===== src/rtl/stripe_sequencer.sv =====
// Drives PE_array_64 through a banded alignment: loads each B stripe, streams A from a running base, collects per-stripe max.
// Four cycles from LOAD_B to the first valid A; one A base per cycle; o_score_valid one cycle after i_stripe_end.
module stripe_sequencer #(
    parameter int SEQ_LEN     = 1024,
    parameter int PE_NUM      = 64,
    parameter int NUM_STRIPES = 16,
    parameter int ADDR_W      = 10,
    parameter int SCORE_W     = 14,
    parameter int TIMEOUT     = 128,
    parameter int SIDX_W      = (NUM_STRIPES > 1) ? $clog2(NUM_STRIPES) : 1
) (
    input  logic                  i_clk,
    input  logic                  i_rst,
    input  logic                  i_go,
    output logic                  o_busy,
    output logic                  o_done,
    output logic                  o_a_ren,
    output logic [ADDR_W-1:0]     o_a_addr,
    input  logic [1:0]            i_a_data,
    output logic                  o_b_ren,
    output logic [SIDX_W-1:0]     o_b_addr,
    input  logic [2*PE_NUM-1:0]   i_b_data,
    output logic                  o_pe_start,
    output logic [1:0]            o_pe_A,
    output logic [2*PE_NUM-1:0]   o_pe_B,
    input  logic                  i_stripe_end,
    input  logic [ADDR_W-1:0]     i_start_position,
    input  logic [SCORE_W-1:0]    i_max_score_stripe,
    output logic                  o_score_valid,
    output logic [SIDX_W-1:0]     o_stripe_idx,
    output logic [SCORE_W-1:0]    o_stripe_score,
    output logic [SCORE_W-1:0]    o_best_score,
    output logic [SIDX_W-1:0]     o_best_stripe,
    output logic                  o_timeout
);

    localparam int TO_W = $clog2(TIMEOUT + 1);

    typedef enum logic [2:0] {
        S_IDLE,
        S_LOAD_B,
        S_LATCH_B,
        S_GAP,
        S_STREAM,
        S_DRAIN,
        S_REPORT,
        S_DONE
    } state_t;

    state_t               state_q, state_d;
    logic [ADDR_W-1:0]    base_q, base_d;
    logic [SIDX_W-1:0]    sidx_q, sidx_d;
    logic [ADDR_W-1:0]    rd_addr_q, rd_addr_d;
    logic                 rd_on_q, rd_on_d;
    logic                 a_vld_q, a_vld_d;
    logic                 a_last_q, a_last_d;
    logic [TO_W-1:0]      drain_cnt_q, drain_cnt_d;
    logic [ADDR_W-1:0]    cap_pos_q, cap_pos_d;
    logic [SCORE_W-1:0]   res_score_q, res_score_d;
    logic [SIDX_W-1:0]    res_idx_q, res_idx_d;
    logic [SCORE_W-1:0]   best_score_q, best_score_d;
    logic [SIDX_W-1:0]    best_stripe_q, best_stripe_d;
    logic                 timeout_q, timeout_d;
    logic [2*PE_NUM-1:0]  pe_b_q, pe_b_d;

    logic                 a_ren;
    logic                 capture;
    logic                 last_stripe;
    logic [ADDR_W:0]      next_base;

    // Reads stop in the same cycle the array flags stripe end.
    assign a_ren       = (state_q == S_STREAM) && rd_on_q && !i_stripe_end;
    assign last_stripe = (sidx_q == SIDX_W'(NUM_STRIPES - 1));
    assign next_base   = {1'b0, base_q} + {1'b0, cap_pos_q} + (ADDR_W + 1)'(1);

    always_comb begin
        state_d       = state_q;
        base_d        = base_q;
        sidx_d        = sidx_q;
        rd_addr_d     = rd_addr_q;
        rd_on_d       = rd_on_q;
        a_vld_d       = 1'b0;
        a_last_d      = 1'b0;
        drain_cnt_d   = drain_cnt_q;
        cap_pos_d     = cap_pos_q;
        res_score_d   = res_score_q;
        res_idx_d     = res_idx_q;
        best_score_d  = best_score_q;
        best_stripe_d = best_stripe_q;
        timeout_d     = timeout_q;
        pe_b_d        = pe_b_q;
        capture       = 1'b0;

        case (state_q)
            S_IDLE: begin
                if (i_go) begin
                    best_score_d  = '0;
                    best_stripe_d = '0;
                    timeout_d     = 1'b0;
                    sidx_d        = '0;
                    base_d        = '0;
                    state_d       = S_LOAD_B;
                end
            end
            S_LOAD_B: begin
                state_d = S_LATCH_B;
            end
            S_LATCH_B: begin
                pe_b_d  = i_b_data;
                state_d = S_GAP;
            end
            S_GAP: begin
                rd_addr_d   = base_q;
                rd_on_d     = 1'b1;
                drain_cnt_d = '0;
                state_d     = S_STREAM;
            end
            S_STREAM: begin
                if (i_stripe_end) begin
                    capture = 1'b1;
                    rd_on_d = 1'b0;
                    state_d = S_REPORT;
                end else begin
                    if (a_ren) begin
                        rd_addr_d = rd_addr_q + ADDR_W'(1);
                        a_vld_d   = 1'b1;
                        a_last_d  = (rd_addr_q == ADDR_W'(SEQ_LEN - 1));
                        if (rd_addr_q == ADDR_W'(SEQ_LEN - 1)) begin
                            rd_on_d = 1'b0;
                        end
                    end
                    if (a_vld_q && a_last_q) begin
                        state_d = S_DRAIN;
                    end
                end
            end
            S_DRAIN: begin
                if (i_stripe_end) begin
                    capture = 1'b1;
                    state_d = S_REPORT;
                end else if (drain_cnt_q == TO_W'(TIMEOUT - 1)) begin
                    // Report whatever the array holds so the host still sees a score.
                    capture   = 1'b1;
                    timeout_d = 1'b1;
                    state_d   = S_REPORT;
                end else begin
                    drain_cnt_d = drain_cnt_q + TO_W'(1);
                end
            end
            S_REPORT: begin
                if (res_score_q > best_score_q) begin
                    best_score_d  = res_score_q;
                    best_stripe_d = res_idx_q;
                end
                if (last_stripe || (next_base >= (ADDR_W + 1)'(SEQ_LEN)) || timeout_q) begin
                    state_d = S_DONE;
                end else begin
                    base_d  = next_base[ADDR_W-1:0];
                    sidx_d  = sidx_q + SIDX_W'(1);
                    state_d = S_LOAD_B;
                end
            end
            S_DONE: begin
                state_d = S_IDLE;
            end
            default: begin
                state_d = S_IDLE;
            end
        endcase

        if (capture) begin
            cap_pos_d   = i_start_position;
            res_score_d = i_max_score_stripe;
            res_idx_d   = sidx_q;
        end
    end

    always_ff @(posedge i_clk) begin
        if (i_rst) begin
            state_q       <= S_IDLE;
            base_q        <= '0;
            sidx_q        <= '0;
            rd_addr_q     <= '0;
            rd_on_q       <= 1'b0;
            a_vld_q       <= 1'b0;
            a_last_q      <= 1'b0;
            drain_cnt_q   <= '0;
            cap_pos_q     <= '0;
            res_score_q   <= '0;
            res_idx_q     <= '0;
            best_score_q  <= '0;
            best_stripe_q <= '0;
            timeout_q     <= 1'b0;
            pe_b_q        <= '0;
        end else begin
            state_q       <= state_d;
            base_q        <= base_d;
            sidx_q        <= sidx_d;
            rd_addr_q     <= rd_addr_d;
            rd_on_q       <= rd_on_d;
            a_vld_q       <= a_vld_d;
            a_last_q      <= a_last_d;
            drain_cnt_q   <= drain_cnt_d;
            cap_pos_q     <= cap_pos_d;
            res_score_q   <= res_score_d;
            res_idx_q     <= res_idx_d;
            best_score_q  <= best_score_d;
            best_stripe_q <= best_stripe_d;
            timeout_q     <= timeout_d;
            pe_b_q        <= pe_b_d;
        end
    end

    // A data comes straight off the RAM output register, so base and start line up in one cycle.
    assign o_busy         = (state_q != S_IDLE) && (state_q != S_DONE);
    assign o_done         = (state_q == S_DONE);
    assign o_a_ren        = a_ren;
    assign o_a_addr       = rd_addr_q;
    assign o_b_ren        = (state_q == S_LOAD_B);
    assign o_b_addr       = sidx_q;
    assign o_pe_start     = (state_q == S_STREAM) && a_vld_q && !i_stripe_end;
    assign o_pe_A         = a_vld_q ? i_a_data : 2'b00;
    assign o_pe_B         = pe_b_q;
    assign o_score_valid  = (state_q == S_REPORT);
    assign o_stripe_idx   = res_idx_q;
    assign o_stripe_score = res_score_q;
    assign o_best_score   = best_score_q;
    assign o_best_stripe  = best_stripe_q;
    assign o_timeout      = timeout_q;

endmodule


===== config.mk =====
export PLATFORM = sky130hd
export DESIGN_NAME = stripe_sequencer
export DESIGN_NICKNAME = d
export VERILOG_FILES = /design/src/rtl/stripe_sequencer.sv
export SDC_FILE = /design/constraint.sdc
export NUM_CORES = 1
export LEC_CHECK = 0
export BUFFER_PORTS_ARGS = -buffer_cell sky130_fd_sc_hd__buf_2
export CAP_MARGIN = 5
export CORE_AREA = 2 2 132 134
export CTS_CLUSTER_DIAMETER = 50
export CTS_CLUSTER_SIZE = 12
export DETAILED_ROUTE_END_ITERATION = 10
export DIE_AREA = 0 0 134 136
export PLACE_DENSITY = 0.81
export REMOVE_ABC_BUFFERS = 1
export SKIP_CTS_REPAIR_TIMING = 1
export SYNTH_ARGS = -nofsm -noshare
export SYNTH_HDL_FRONTEND = slang
export SYNTH_SLANG_ARGS = --single-unit

===== constraint.sdc =====
create_clock -name i_clk -period 7.5 [get_ports i_clk]
set_input_delay 1.125 -clock i_clk [delete_from_list [all_inputs] [get_ports i_clk]]
set_output_delay 1.125 -clock i_clk [all_outputs]
set_load 0.02 [all_outputs]

=== Word level (Yosys, flattened, before mapping) ===
Index checks and enable logic that the tools add are counted.

* Flip-flop bits (word level): 213
* Output and inout bits: 187
* Logic and storage cells: 109

* Eq/ne operators: 23
* $add $sub $neg: 5
* Reduce and logical (&&, ||, !) cells: 24
* Order comparisons: 2
* Multiplexer cells: 38
* Bitwise logic cells: 2

{| class="wikitable"
|+ Operators with widths
! kind !! number
|-
| $mux 10 || 4
|-
| $pmux 10 s2 || 2
|-
| $mux 14 || 2
|-
| $pmux 14 s2 || 1
|-
| $pmux 3 s8 || 1
|-
| $mux 3 || 6
|-
| $reduce_and 3->1 || 6
|-
| $mux 8 || 2
|-
| $pmux 4 s2 || 2
|-
| $pmux 8 s2 || 1
|-
| $gt 14x14->1 || 1
|-
| $ne 2x2->1 const B || 7
|-
| $eq 3x3->1 const B || 4
|-
| $mux 4 || 3
|-
| $add 10x10->11 || 1
|-
| $add 11x1->11 const B || 1
|-
| $ge 11x11->1 const B || 1
|-
| $add 10x1->10 const B || 1
|-
| $eq 10x10->1 const B || 1
|-
| $mux 1 || 10
|-
| $ne 3x3->1 const B || 3
|-
| $add 8x1->8 const B || 1
|-
| $eq 8x7->1 const B || 1
|-
| $reduce_bool 2->1 || 4
|-
| other kinds (17) || 28
|}

=== Depth between registers and ports, before layout ===
Gate-level depths: netlist of the first run.

* Depth after elaboration: 7
* Gate-level depth with buffers: 12
* Depth with buffers taken out: 10

=== Worst setup path after synthesis of the first run ===
OpenSTA, ideal clock, no wires.

* Kind: input -> output
* Start point: input port i_stripe_end
* End point: output port o_a_ren
* Data required time: 6.375 ns
* Buffers on the path: 0
* Path slack: 4.802 ns
* Data arrival time: 1.573 ns
* Stages: 3
* Cell sequence: nor2b_1 -> nand3_1 -> inv_1

* Cells in the longest elaborated chain, start to end: 2

{| class="wikitable"
|+ Ends and longest elaborated chain
! item !! line !! source
|-
| start: declaration || 26 || <nowiki>input logic i_stripe_end,</nowiki>
|-
| $logic_not 1->1 || 72 || <nowiki>assign a_ren = (state_q == S_STREAM) && rd_on_q && !i_stripe_end;</nowiki>
|-
| $logic_and 1x1->1 || 72 ||
|-
| end: declaration || 17 || <nowiki>output logic o_a_ren,</nowiki>
|}

Every way passes these cells.

=== Worst setup path in the final report of the first run ===
* Start point: register state_q[2]
* End point: output port o_score_valid

* Cells in the longest elaborated chain, start to end: 1

{| class="wikitable"
|+ Ends and longest elaborated chain
! item !! line !! source
|-
| start: declaration || 50 || <nowiki>state_t state_q, state_d;</nowiki>
|-
| start signal: assignment || 196 || <nowiki>state_q <= state_d;</nowiki>
|-
| $eq 3x3->1 || 224 || <nowiki>assign o_score_valid = (state_q == S_REPORT);</nowiki>
|-
| end: declaration || 29 || <nowiki>output logic o_score_valid,</nowiki>
|}

Every way passes these cells.

==> results_dict.tcl, run 1 <==
set metrics [dict create \
    drc_errors 0 \
    grt_pass1_vias 7856 \
    cts_buffer_depth 3 \
    initial_core_util 0.5210 \
    fmax_mhz 295.8 \
    min_path_cells 2 \
    ys_seq_elements 213 \
    path_class "register to output port" \
    relSlewSlack 0.1552 \
    outcome "complete, no violations" \
    nets 1569 \
    die_w_um 134 \
    io_pins 345 \
    place_area_um2 10540 \
    vdd_drop_max_v 0.0001776 \
    slowest_delay_ns 0.71 \
    setup_violations 0 \
    tns_ns 0 \
    synthTopCellsByArea "dfxtp_1 (48%), nand2_1 (12%), a21oi_1 (10%), ha_1 (3.8%), mux2i_1 (3.4%)" \
    slew_viol_final 0 \
    placementRows 48 \
    hold_violations 0 \
    rsz0062_at_grt "no" \
    clock_latency_ns 0.50 \
    grtUsageTotal 0.2548 \
    rr_worst_depth 10 \
    synthArstFlopShare 0 \
    yosysTopAreaCell "dfxtp_1" \
    overflow 0 \
    firstDrtPassIters 6 \
    dpl.hpwl_um 17490 \
    root_buffer "clkbuf_16" \
    finalInstanceArea_um2 11250 \
    synth_top_area_frac 0.4850 \
    layout_commonest_cell "buf_2" \
    cap_violations 0 \
    worstPathCellList "nand3b_1 -> inv_1 -> buf_2" \
    io_buffer_count 344 \
    slowest_stage "dfxtp_1" \
    cts_tree "built" \
    cp-start-kind "register" \
    place_congestion 0.8736 \
    num_vias 8569 \
    syn_inst 1084 \
    antenna_left 0 \
    pwr_density_cell_nw_per_um2 248.9 \
    htreeDepth 1 \
    required_ns 6.38 \
    regToRegEndpoint "base_q[3]" \
    fp.coreArea_um2 16880 \
    leakagePower_nw 4.990 \
    regToRegSetupSlack_ns 4.48 \
    via_per_inst 5.296 \
    drt_iter0_markers 486 \
    synth.distinct_cells 55 \
    worstPathArrival_ns 2.26 \
    synth_ff_type "dfxtp_1" \
    cts_buffers 23 \
    grt_max_degree 107 \
    syn_to_final_growth_pct 27.95 \
    layout_common_cells "buf_2 (343), nand2_1 (291), dfxtp_1 (213)" \
    min_to "o_pe_B[4]" \
    worstMarginPinSlew_ns 1.259 \
    avgRoutedWirePerCell_um 15.48 \
    cts_num_sinks 213 \
    syn_avg_cell_area_um2 8.111 \
    synth-edff-count 0 \
    die-area_um2 18220 \
    antenna_found_initial 1 \
    power.total_mw 2.800 \
    end_kind "output port" \
    hold_class "register to register" \
    ys_seq_area_frac 0.4850 \
    die_y_um 136 \
    drt-total-wl_um 25050 \
    hp-start "o_pe_B[4]" \
    yosys_warnings 0 \
    netlist_area_um2 8792 \
    critPathMaxFanout 22 \
    grt_pass1_wl_um 38180 \
    finalCritPeriodShare 0.4507 \
    drive_gt1_frac 0.2773 \
    r2r-start "base_q[0]" \
    fin_crit_ns 3.380 \
    clock_skew_ns 0.009707 \
    cts.clk_slew.worst_paths_ns 0.06 \
]
==> report_power, final <==
group          internal, mW  switching [mW]  total, mW
clock network         0.654           0.436       1.09
registers              1.20          0.0468       1.25
logic                 0.147           0.311      0.458
total                  2.01           0.794       2.80
==> worst max-delay path by stage <==
stage,cells after the start,startpoint,to
finish,3,state_q[2],o_score_valid
detailed placement,5,i_stripe_end,o_a_ren
CTS,3,state_q[2],o_score_valid
floorplan,4,state_q[2],o_pe_B[0]
global route,3,state_q[2],o_score_valid
global placement,5,i_stripe_end,o_a_ren
==> layer usage <==
metal	share of wire	routed length, um	track usage
met4	0.035	869	0.09929
met5	0	0	0
met1	0.40	10100	0.3163
met3	0.079	1986	0.06450
met2	0.48	12100	0.4262
==> per-stage QoR <==
stage / hold slack (ns) / util / setup WS, ns / cells
after floorplan: 0.4515 / - / 4.367 / 1009
after global placement: 0.4384 / 0.6243 / 4.563 / 1583
after detailed placement: 0.4430 / 0.6243 / 4.513 / 1583
after CTS: 0.4510 / 0.6664 / 4.139 / 1617
after global routing: 0.4655 / 0.6664 / 3.943 / 1617
final: 0.4490 / 0.6666 / 4.120 / 1618
==> critical path: cells and delay by family, from the launching register on <==
| kind | cells | cell delay [ns] |
|---|---|---|
| flops | 1 | 0.71 |
| buf+inv | 2 | 0.80 |
| simple gates | 1 | 0.25 |
==> cells in the mapped netlist, types with 3 or more instances <==
master    instances
nand2_1         292
dfxtp_1         213
a21oi_1         175
clkbuf_1         63
nor2_1           57
nand3_1          36
mux2i_1          30
ha_1             27
inv_1            22
o211ai_1         20
o21ai_0          14
a211oi_1          9
and2_1            9
nand4_1           9
xor2_1            8
and3_1            7
buf_2             7
nor3_1            7
a21o_1            6
nand3b_1          6
a31oi_1           5
nor2b_1           5
xnor2_1           5
o22ai_1           4
a311oi_1          3
buf_6             3
nand2b_1          3
o21a_1            3
o21ai_1           3
==> final cells by class <==
type / instances / area [um^2]
Clock inverter: 5 / 82.58
Inverter: 22 / 82.58
Fill cell: 1438 / 5627
Antenna cell: 1 / 2.502
Clock buffer: 29 / 628.1
Timing Repair Buffer: 349 / 1765
Multi-Input combinational cell: 774 / 4143
Sequential cell: 213 / 4264
Tap cell: 225 / 281.5
==> state kept, by name, summed over array words and instances, names as in the netlist <==
signal / cells
a_vld_q: 1
rd_on_q: 1
o_timeout: 1
o_stripe_score: 14
drain_cnt_q: 8
cap_pos_q: 10
state_q: 3
base_q: 10
o_best_stripe: 4
o_best_score: 14
o_stripe_idx: 4
a_last_q: 1
o_a_addr: 10
o_pe_B: 128
o_b_addr: 4
==> kinds of logic (layout without fill, tap and decap cells) <==
group	after synthesis	count (layout)	share of synthesized area
AOI/OAI and AO/OA	259	259	0.1686
xor gates and xnor gates	13	13	0.01295
adders and majority gates	28	28	0.04070
buffers and inverters	97	405	0.04497
DFF	213	213	0.4850
muxes	31	31	0.03543
other	0	1	0
and+or+nand+nor	443	443	0.2123
(Power assumes the default switching activity.)
==> run 2: changes to the inputs <==
Settings changed: CORE_AREA 2 2 132 134 to not set, CORE_UTILIZATION set to 44, DIE_AREA 0 0 134 136 to not set, PLACE_DENSITY 0.81 to 0.72.
Clock period 7.5 ns to 2.8 ns, I/O delays scaled along.
==> run 2 against run 1 <==
Against the previous run:
- global-route usage fell by 2.2 points
- flip-flop and latch count did not move
- final cell count rose by 4.4%
- non-clock buffer count rose by 21
- worst setup slack got worse by 3.9 ns
- first-iteration DRC count fell by 19%
- die area rose by 13%
- utilization fell by 6.8 points
==> results_dict.tcl, run 2 (synthesis results as in run 1) <==
set metrics [dict create \
    outcome "complete, no violations" \
    leakagePower_nw 5.197 \
    clock_latency_ns 0.52 \
    grt_max_degree 95 \
    end_kind "register" \
    cts_buffers 26 \
    relSlewSlack 0.5321 \
    vdd_drop_max_v 0.0006244 \
    drt-total-wl_um 25380 \
    rsz0062_at_grt "no" \
    grt_pass1_wl_um 38520 \
    layout_common_cells "buf_2 (343), nand2_1 (291), dfxtp_1 (213)" \
    overflow 0 \
    worstPathArrival_ns 2.99 \
    grt_pass1_vias 7702 \
    setup_violations 0 \
    firstDrtPassIters 5 \
    die_w_um 143.4 \
    hold_class "input port to register" \
    fin_cells 1689 \
    critPathMaxFanout 9 \
    grtUsageTotal 0.2328 \
    nets 1593 \
    cp-start-kind "register" \
    path_class "register to register" \
    placementRows 51 \
    antenna_left 0 \
    finalInstanceArea_um2 11680 \
    antenna_found_initial 0 \
    cts_buffer_depth 3 \
    finalCritPeriodShare 0.9284 \
    slew_viol_final 0 \
    place_inst 1644 \
    via_per_inst 5.075 \
    syn_to_final_growth_pct 32.85 \
    power.total_mw 8.003 \
    clock_skew_ns 0.01290 \
    drive_gt1_frac 0.2944 \
    num_vias 8571 \
    avgRoutedWirePerCell_um 15.03 \
    fmax_mhz 384.7 \
    root_buffer "clkbuf_16" \
    initial_core_util 0.4503 \
    cts_num_sinks 213 \
    place_area_um2 10810 \
    cap_violations 0 \
    io_buffer_count 344 \
    holdWs_ns 0.1367 \
    pwr_density_cell_nw_per_um2 685.2 \
    dpl.hpwl_um 18170 \
    die-area_um2 20550 \
    worstMarginPinSlew_ns 0.7018 \
    drc_errors 0 \
    largest_reg_flops 128 \
    drt_iter0_markers 394 \
    hold_violations 0 \
    die_y_um 143.4 \
    cts.clk_slew.worst_paths_ns 0.06 \
    layout_commonest_cell "buf_2" \
    htreeDepth 1 \
    required_ns 3.19 \
    fp.coreArea_um2 19530 \
    place_congestion 0.8440 \
    cts_tree "built" \
    num-fill-cells 1796 \
    fin_crit_ns 2.600 \
    io_pins 345 \
]
run 2: cell type report:
cell class	instances	area, um^2	share of cell area
Antenna cell	1	2.502	0.0002142
Clock buffer	33	748.2	0.06406
Clock inverter	11	122.6	0.01050
Inverter	22	82.58	0.007070
Multi-Input combinational cell	774	4143	0.3547
Sequential cell	213	4264	0.3651
Tap cell	265	331.6	0.02839
Timing Repair Buffer	370	1986	0.1700
run 2: worst paths after layout:
| path | start | endpoint | slack [ns] | depth (start not counted) |
|---|---|---|---|---|
| min | i_b_data[34] | o_pe_B[34] | 0.14 | 3 |
| min reg2reg | o_pe_B[18] | o_pe_B[18] | 0.45 | 2 |
| max | base_q[0] | o_b_addr[2] | 0.20 | 11 |
| max reg2reg | base_q[0] | o_b_addr[2] | 0.20 | 11 |
run 2: critical path, cell delays in order (launching register included):
cell      delay (ns)
dfxtp_1         0.32
inv_1           0.06
ha_1            0.16
inv_1           0.05
fa_1            0.40
a21o_1          0.20
a21oi_1         0.21
o21ai_1         0.13
or3_1           0.46
buf_4           0.23
o211ai_1        0.17
o41ai_1         0.09
run 2: where the power goes:
group | leakage (nW) | switching (mW) | internal (mW) | total (mW)
combinational | 3.04 | 0.874 | 0.454 | 1.33
clock | 0.431 | 1.28 | 2.07 | 3.34
sequential | 1.73 | 0.107 | 3.23 | 3.33
total | 5.20 | 2.26 | 5.75 | 8.00
run 2: per-stage QoR:
stage / utilization / setup slack (ns) / setup TNS (ns)
6_report: 0.5982 / 0.2005 / 0
5_1_grt: 0.5980 / 0.07489 / 0
4_1_cts: 0.5980 / 0.2078 / 0
3_5_place_dp: 0.5534 / 0.2176 / 0
3_3_place_gp: 0.5534 / 0.2479 / 0
2_1_floorplan: - / -0.3333 / -42.66
run 2: metal layers:
metal | track usage | share of wire | up-vias
met2 | 0.3873 | 0.48 | 272
met3 | 0.05332 | 0.064 | 50
met1 | 0.2964 | 0.43 | 3922
met4 | 0.07727 | 0.029 | 0
li1 | - | - | 4327
met5 | 0 | 0 | -
